<file path="src/rtl/nios_ii_system_cpu_oci_dct_ctrl.sv">
// Nios II OCI trace-capture controller: arbitrates two 3-bit frame sources into a packed word.
// Optional macro NIOS_OCI_DCT_RR_ARB_EN selects round-robin arbitration (default: fixed A-over-B).
module nios_ii_system_cpu_oci_dct_ctrl #(
  parameter int unsigned FRAMES = 10
) (
  input  logic        clk,
  input  logic        reset_n,
  input  logic        a_valid,
  input  logic [2:0]  a_frame,
  output logic        a_ready,
  input  logic        b_valid,
  input  logic [2:0]  b_frame,
  output logic        b_ready,
  input  logic        flush,
  input  logic        test_ending,
  output logic [29:0] dct_buffer,
  output logic [3:0]  dct_count,
  output logic        dct_valid,
  input  logic        dct_ready,
  output logic        test_has_ended
);

  typedef enum logic [1:0] {
    ST_FILL = 2'd0,
    ST_EMIT = 2'd1,
    ST_DONE = 2'd2
  } state_t;

  state_t      state_r;
  state_t      state_s;
  logic [29:0] buffer_r;
  logic [29:0] buffer_s;
  logic [3:0]  count_r;
  logic [3:0]  count_s;
  logic [3:0]  count_post_s;
  logic        ending_r;
  logic        valid_r;
  logic        ended_r;
  logic        grant_a_s;
  logic        grant_b_s;
  logic        accept_en_s;
  logic        accept_s;
  logic [2:0]  frame_s;

`ifdef NIOS_OCI_DCT_RR_ARB_EN
  logic last_b_r;

  // Round-robin grant: on contention the source not granted last wins.
  always_comb begin
    grant_a_s = a_valid & (~b_valid | last_b_r);
    grant_b_s = b_valid & (~a_valid | ~last_b_r);
  end

  // Last-grant pointer; reset value makes A win the first contention.
  always_ff @(posedge clk or negedge reset_n) begin
    if (!reset_n) begin
      last_b_r <= 1'b1;
    end else if (accept_s) begin
      last_b_r <= b_ready;
    end else begin
      last_b_r <= last_b_r;
    end
  end
`else
  // Fixed priority grant: A always beats B.
  always_comb begin
    grant_a_s = a_valid;
    grant_b_s = b_valid & ~a_valid;
  end
`endif

  // Readies depend only on state, valids and grant; gated low while in reset.
  always_comb begin
    accept_en_s  = (state_r == ST_FILL) & ~test_ending & ~ending_r;
    a_ready      = reset_n & accept_en_s & grant_a_s;
    b_ready      = reset_n & accept_en_s & grant_b_s;
    accept_s     = a_ready | b_ready;
    frame_s      = a_ready ? a_frame : b_frame;
    count_post_s = count_r + {3'b000, accept_s};
  end

  // Next-state, buffer and count update.
  always_comb begin
    state_s  = state_r;
    buffer_s = buffer_r;
    count_s  = count_r;
    case (state_r)
      ST_FILL: begin
        for (int k = 0; k < int'(FRAMES); k++) begin
          buffer_s[3*k +: 3] = (accept_s && (count_r == 4'(k))) ? frame_s : buffer_r[3*k +: 3];
        end
        count_s = count_post_s;
        if (test_ending || ending_r) begin
          state_s = (count_r != 4'd0) ? ST_EMIT : ST_DONE;
        end else if (count_post_s == 4'(FRAMES)) begin
          state_s = ST_EMIT;
        end else if (flush && (count_post_s != 4'd0)) begin
          state_s = ST_EMIT;
        end else begin
          state_s = ST_FILL;
        end
      end
      ST_EMIT: begin
        if (dct_ready) begin
          buffer_s = 30'd0;
          count_s  = 4'd0;
          state_s  = ending_r ? ST_DONE : ST_FILL;
        end else begin
          state_s  = ST_EMIT;
        end
      end
      ST_DONE: begin
        state_s = ST_DONE;
      end
      default: begin
        state_s  = ST_FILL;
        buffer_s = 30'd0;
        count_s  = 4'd0;
      end
    endcase
  end

  // State, datapath and registered output flags.
  always_ff @(posedge clk or negedge reset_n) begin
    if (!reset_n) begin
      state_r  <= ST_FILL;
      buffer_r <= 30'd0;
      count_r  <= 4'd0;
      ending_r <= 1'b0;
      valid_r  <= 1'b0;
      ended_r  <= 1'b0;
    end else begin
      state_r  <= state_s;
      buffer_r <= buffer_s;
      count_r  <= count_s;
      ending_r <= ending_r | test_ending;
      valid_r  <= (state_s == ST_EMIT);
      ended_r  <= (state_s == ST_DONE);
    end
  end

  assign dct_buffer     = buffer_r;
  assign dct_count      = count_r;
  assign dct_valid      = valid_r;
  assign test_has_ended = ended_r;

endmodule

</file>
<file path="config.mk">
export PLATFORM = sky130hd
export DESIGN_NAME = nios_ii_system_cpu_oci_dct_ctrl
export DESIGN_NICKNAME = d
export VERILOG_FILES = /design/src/rtl/nios_ii_system_cpu_oci_dct_ctrl.sv
export SDC_FILE = /design/constraint.sdc
export NUM_CORES = 1
export LEC_CHECK = 0
export ABC_AREA = 1
export CAP_MARGIN = 20
export CORE_UTILIZATION = 40
export DETAILED_ROUTE_END_ITERATION = 8
export HOLD_SLACK_MARGIN = 0.06
export MAX_ROUTING_LAYER = met4
export PLACE_DENSITY_LB_ADDON = 0.2
export SETUP_SLACK_MARGIN = 0.5
export SLEW_MARGIN = 20
export SYNTH_ARGS = -nofsm -noshare
export SYNTH_HDL_FRONTEND = slang
export SYNTH_SLANG_ARGS = --single-unit
</file>
<file path="constraint.sdc">
create_clock -name clk -period 1.93 [get_ports clk]
set_clock_uncertainty 0.05 [all_clocks]
set_input_delay 0.193 -clock clk [delete_from_list [all_inputs] [get_ports clk]]
set_output_delay 0.193 -clock clk [all_outputs]
set_load 0.01 [all_outputs]
</file>
After elaboration in Yosys (flattened, before gate mapping). Cells that the tools add are included.

Register bits: 39. Bits of input ports: 13.

Add/subtract/negate cells: 1. Eq/ne operators: 25. Multiplexer cells: 22. Bitwise gates (word level): 12. Reduce and logical (&&, ||, !) cells: 27.

Operators by type and width (number): one-hot mux 30 bit (3 select lines) (1); two-way mux 3 bit (11); two-way mux 30 bit (1); AND reduction 3 bit (10); != test 2 x 1 -> 1 bit, second input constant (10); == test 4 x 3 -> 1 bit, second input constant (4); == test 4 bit, second input constant (3); one-hot mux 4 bit (3 select lines) (1); logical AND 1 bit (11); == test 4 x 2 -> 1 bit, second input constant (2); two-way mux 2 bit (4); nonzero test 4 bit (2); AND 1 bit (6); one-hot mux 2 bit (3 select lines) (1); adder 4 x 1 -> 4 bit (1); == test 2 x 1 -> 1 bit, second input constant (2); == test 2 bit, second input constant (2); == test 4 x 1 -> 1 bit, second input constant (1); logical NOT 4 bit (1); two-way mux 4 bit (1); inverter 1 bit (4); logical NOT 2 bit (1); two-way mux 1 bit (2); != test 2 bit, second input constant (1); 3 further kinds (4).

Logic depth before layout (Yosys ltp).
Depth after elaboration: 14. Gate-level depth with buffers: 10. Gate-level depth less buffers: 10.

Least setup slack after synthesis. Ideal clock, no wire load.

Kind: register -> register. Start: reg state_r[1]. End: reg valid_r (netlist: dct_valid). Library setup time: 0.125 ns. Arrival time: 1.576 ns. Required time: 1.755 ns. Setup slack: 0.179 ns. Stages on the path, launching flop included: 11. Buffers on the path: 0. Cells stage by stage: dfrtp_1 > nor2_4 > nand3_1 > a21oi_1 > ha_1 > ha_1 > nor2_1 > and2_1 > nand2_1 > nand2_1 > a21oi_1.

Word-level cells in the longest chain between the ends: 14.

Ends and longest elaborated chain: from (decl) (RTL line 29) `state_t state_r;`; from (signal assigned) (RTL line 133) `state_r <= state_s;`; logical NOT 2 bit (RTL line 74, 87); AND 1 bit (2 in series) (RTL line 74) `accept_en_s = (state_r == ST_FILL) & ~test_ending & ~ending_r;`; AND 1 bit (RTL line 75, 76); AND 1 bit, on equally long branches (RTL line 75, 76); OR 1 bit (RTL line 77) `accept_s = a_ready | b_ready;`; adder 4 x 1 -> 4 bit (RTL line 79) `count_post_s = count_r + {3'b000, accept_s};`; nonzero test 4 bit (RTL line 97) `end else if (flush && (count_post_s != 4'd0)) begin`; logical AND 1 bit (RTL line 97); two-way mux 1 bit (RTL line 97); two-way mux 1 bit (RTL line 95) `end else if (count_post_s == 4'(FRAMES)) begin`; two-way mux 2 bit (RTL line 93) `if (test_ending || ending_r) begin`; one-hot mux 2 bit (3 select lines) (*) (RTL line 87) `case (state_r)`; == test 2 x 1 -> 1 bit (*) (RTL line 137) `valid_r <= (state_s == ST_EMIT);`; to (signal assigned) (RTL line 137); to (decl) (RTL line 37) `logic valid_r;`.

Every way passes the cells marked *; elsewhere a longest branch is shown, timed or not. A chain may end at the register's enable or synchronous reset.

Worst setup path after layout.
Start: reg state_r[0]. End: reg valid_r (netlist: dct_valid).

The elaborated chain is that of the path after synthesis.

==> results.md <==
- Clock-pin slew on the worst setup and hold paths: 80 ps
- Initial Util: 42.48%
- # port buffers: 50
- Synthesized flop and latch total: 39
- Total track usage: 20.26%
- Synth Flop Type: dfrtp_1
- Placed Cells incl. Taps: 368
- Clk Latency, worst-skew pair: 300 ps
- CTS tree: built
- Share of synthesized flip-flops with an asynchronous set or reset: 100.0%
- Synth top area cells: dfrtp_1 47%, nand2_1 15%, nand3_1 8.0%
- PwrDens: 715.5 mW/mm^2
- First-pass GRT wire length: 8.169 mm
- Max Fclk: 0.5642 GHz
- Slew Limit Fails: 0
- Startpoint type of the worst setup path: flip-flop
- Yosys warnings: 0
- Dpl cell area: 0.002699 sq mm
- Hold slack: 313.2 ps
- Syn_nets: 264
- Clk root buf: clkbuf_8
- Crit end category: flip-flop
- Clk buf depth: 2
- CTS Sinks: 39
- Die ar.: 0.005440 sq mm
- Int Pwr: 0.001569 W
- Area leader, netlist: dfrtp_1
- # fillers: 439
- Area growth, synth to finish: 46.78%
- Outcome: finished, final reports clean
- Fraction of layout cells with a size suffix above 1: 27.95%
- CTS H-Tree Depth: 2
- Final setup viols: 0
- Largest net degree at the start of global routing: 45
- Number of antenna violations at the first check in global routing: 0
- Delay-heaviest family, CP: simple AND/OR/NAND/NOR gates
- Clock power share: 31.6%
- Max stage delay on crit path: 420 ps
- # rows: 25
- Top-level port count: 51
- Period Utilization, post-route: 91.83%
- Fin. Hold Viols: 0
- Worst VDD drop: 465.8 uV
- Hpwl dp: 3.315 mm
- Synth top area share: 47.39%
- Synth unique cells: 23
- P_leak: 1.616 nW
- Num CTS Buffers: 5
- Net Sw Frac: 27.46%
- Vert. Die Dim: 73.76 microns
- Pre-Repair DR Iteration Count: 4
- CP required: 2060 ps
- DR vias/cell: 4.838
- Worst-path cell chain: nor2_4, nand3_4, a21oi_2, ha_2, ha_4, nor2_1, and2_1, nand2_1, nand2_1, a21oi_1
- Max transition margin: 74.01%
- Register area share after synthesis: 47.39%
- Post-Syn Area: 0.002059 sq mm
- ANT nets after route: 0
- Design area: 0.003023 sq mm
- Synth Instances: 249
- NetSw: 0.0005940 W
- Vias: 1,882
- Critical path origin: state_r[0]
- Worst Path Buf+Inv: 0
- Synth cell count leaders: 81 x nand2_1, 39 x dfrtp_1, 33 x nand3_1
- Top-count cell post-synth: nand2_1
- Mapped Avg Cell Area: 8.271 sq um
- Drt total wl: 5.013 mm
- RSZ-0062 raised after global routing: true
- Vias in the first global route: 1,754
- Critical R2R Launch: state_r[0]
- Fin nets: 336
- Initial DRC Count: 46
- WP data arrival: 1900 ps
- Core area: 0.004848 sq mm
- Max-Cap Viols: 0
- DIE WIDTH: 73.76 microns
- Worst-margin pin slew: 388.9 ps
- EDFF count, synth: 0
- Final Util: 62.35%
- CP Max Fanout: 3
- Slowest cell on crit path: dfrtp_1
- Final Wtd Congestion: 0.9101
- Crit Path Category: flip-flop to flip-flop
- Final min period: 1772 ps
- Most common cell on crit path: nand2_1
- Fin cells: 389
- DRC Markers: 0
- Grt ovf: 0
- # diodes: 0
- Sequential share of power: 47.3%
- Routed len/inst: 12.89 microns
- Worst hold-check path type: input pin to asynchronous set/reset pin
- Power share of the combinational group: 21.1%
cells by family after synthesis:
family,after synthesis,share of synthesized area [%]
adder cells (fa/ha/maj),2,1.215
AND/OR/NAND/NOR,165,36.69
flip-flops,39,47.39
AO/OA/AOI/OAI,19,8.444
buffers and inverters,22,5.407
XOR/XNOR,2,0.8507
repair_timing:
action	CTS	global route
hold buffers	1	0
hold endpoints to repair	39	0
gates cloned	1	1
gates resized for setup	43	25
buffers inserted	8	2
setup endpoints to repair	62	50
pin swaps	8	7
registers in the layout, summed over array words and instances (netlist names):
name / cells
dct_buffer: 30
dct_count: 4
state_r: 2
dct_valid: 1
ending_r: 1
test_has_ended: 1
power groups by stage:
stage / registers [W] / clock network (W) / logic (W)
2_1_floorplan: 0.00110 / 0 / 0.000117
3_3_place_gp: 0.00104 / 0 / 0.000517
3_5_place_dp: 0.00104 / 0 / 0.000524
4_1_cts: 0.00102 / 0.000701 / 0.000468
5_1_grt: 0.00104 / 0.000729 / 0.000511
6_report: 0.00102 / 0.000684 / 0.000456
layer usage:
layer | vias to the layer above | track usage (%) | part of all wire (%)
li1 | 950 | - | -
met1 | 882 | 26.97 | 46
met2 | 44 | 31.50 | 49
met3 | 6 | 4.252 | 4.0
met4 | 0 | 5.128 | 1.0
met5 | - | - | 0
cells in the final DEF, fill, tap and decap left out, drive strengths merged:
cell type        n
buf             24
o211ai          10
inv             14
nand3           33
dlygate4sd3      1
clkbuf           5
o21ai            2
clkdlybuf4s50   13
and2             1
a21oi            4
dlygate4sd2     24
nor3             2
dfrtp           39
dlymetal6s2s    10
nand2          107
ha               2
clkinv           2
xnor2            1
xor2             1
nor2            22
bufinv           1
or2              1
o22ai            3
worst paths after layout:
path,to,slack [ps],depth (start not counted)
max in group asynchronous,dct_buffer[25],970,3
min,dct_count[0],310,2
min in group clk,dct_buffer[29],420,2
min reg2reg,dct_buffer[29],420,2
max,dct_valid,160,10
max reg2reg,dct_valid,160,10
worst reg2reg max path: cells and delay by family (launching register included):
kind | cells | cell delay (ps)
simple gates | 6 | 580
flops | 1 | 420
fa+ha+maj | 2 | 420
compound gates | 2 | 180
through the flow:
step	TNS (ps)	total power [W]	setup slack, ps
after global placement	-80.60	0.001561	-38.40
after floorplan	0	0.001219	218.0
after global routing	0	0.002277	63.04
after detailed placement	-205.0	0.001567	-94.54
after CTS	0	0.002193	157.8
final	0	0.002163	157.7
layout make-up:
| class | count | area (sq um) | share of cell area [%] |
|---|---|---|---|
| flip-flops and latches | 39 | 978.4 | 32.37 |
| repair buffers | 72 | 690.7 | 22.85 |
| multi-input cells | 189 | 1102 | 36.47 |
| well taps | 67 | 83.83 | 2.773 |
| clock inverters | 3 | 43.79 | 1.449 |
| inverters | 14 | 55.05 | 1.821 |
| clock buffers | 5 | 68.82 | 2.276 |
Power figures use the tool's default switching activity.
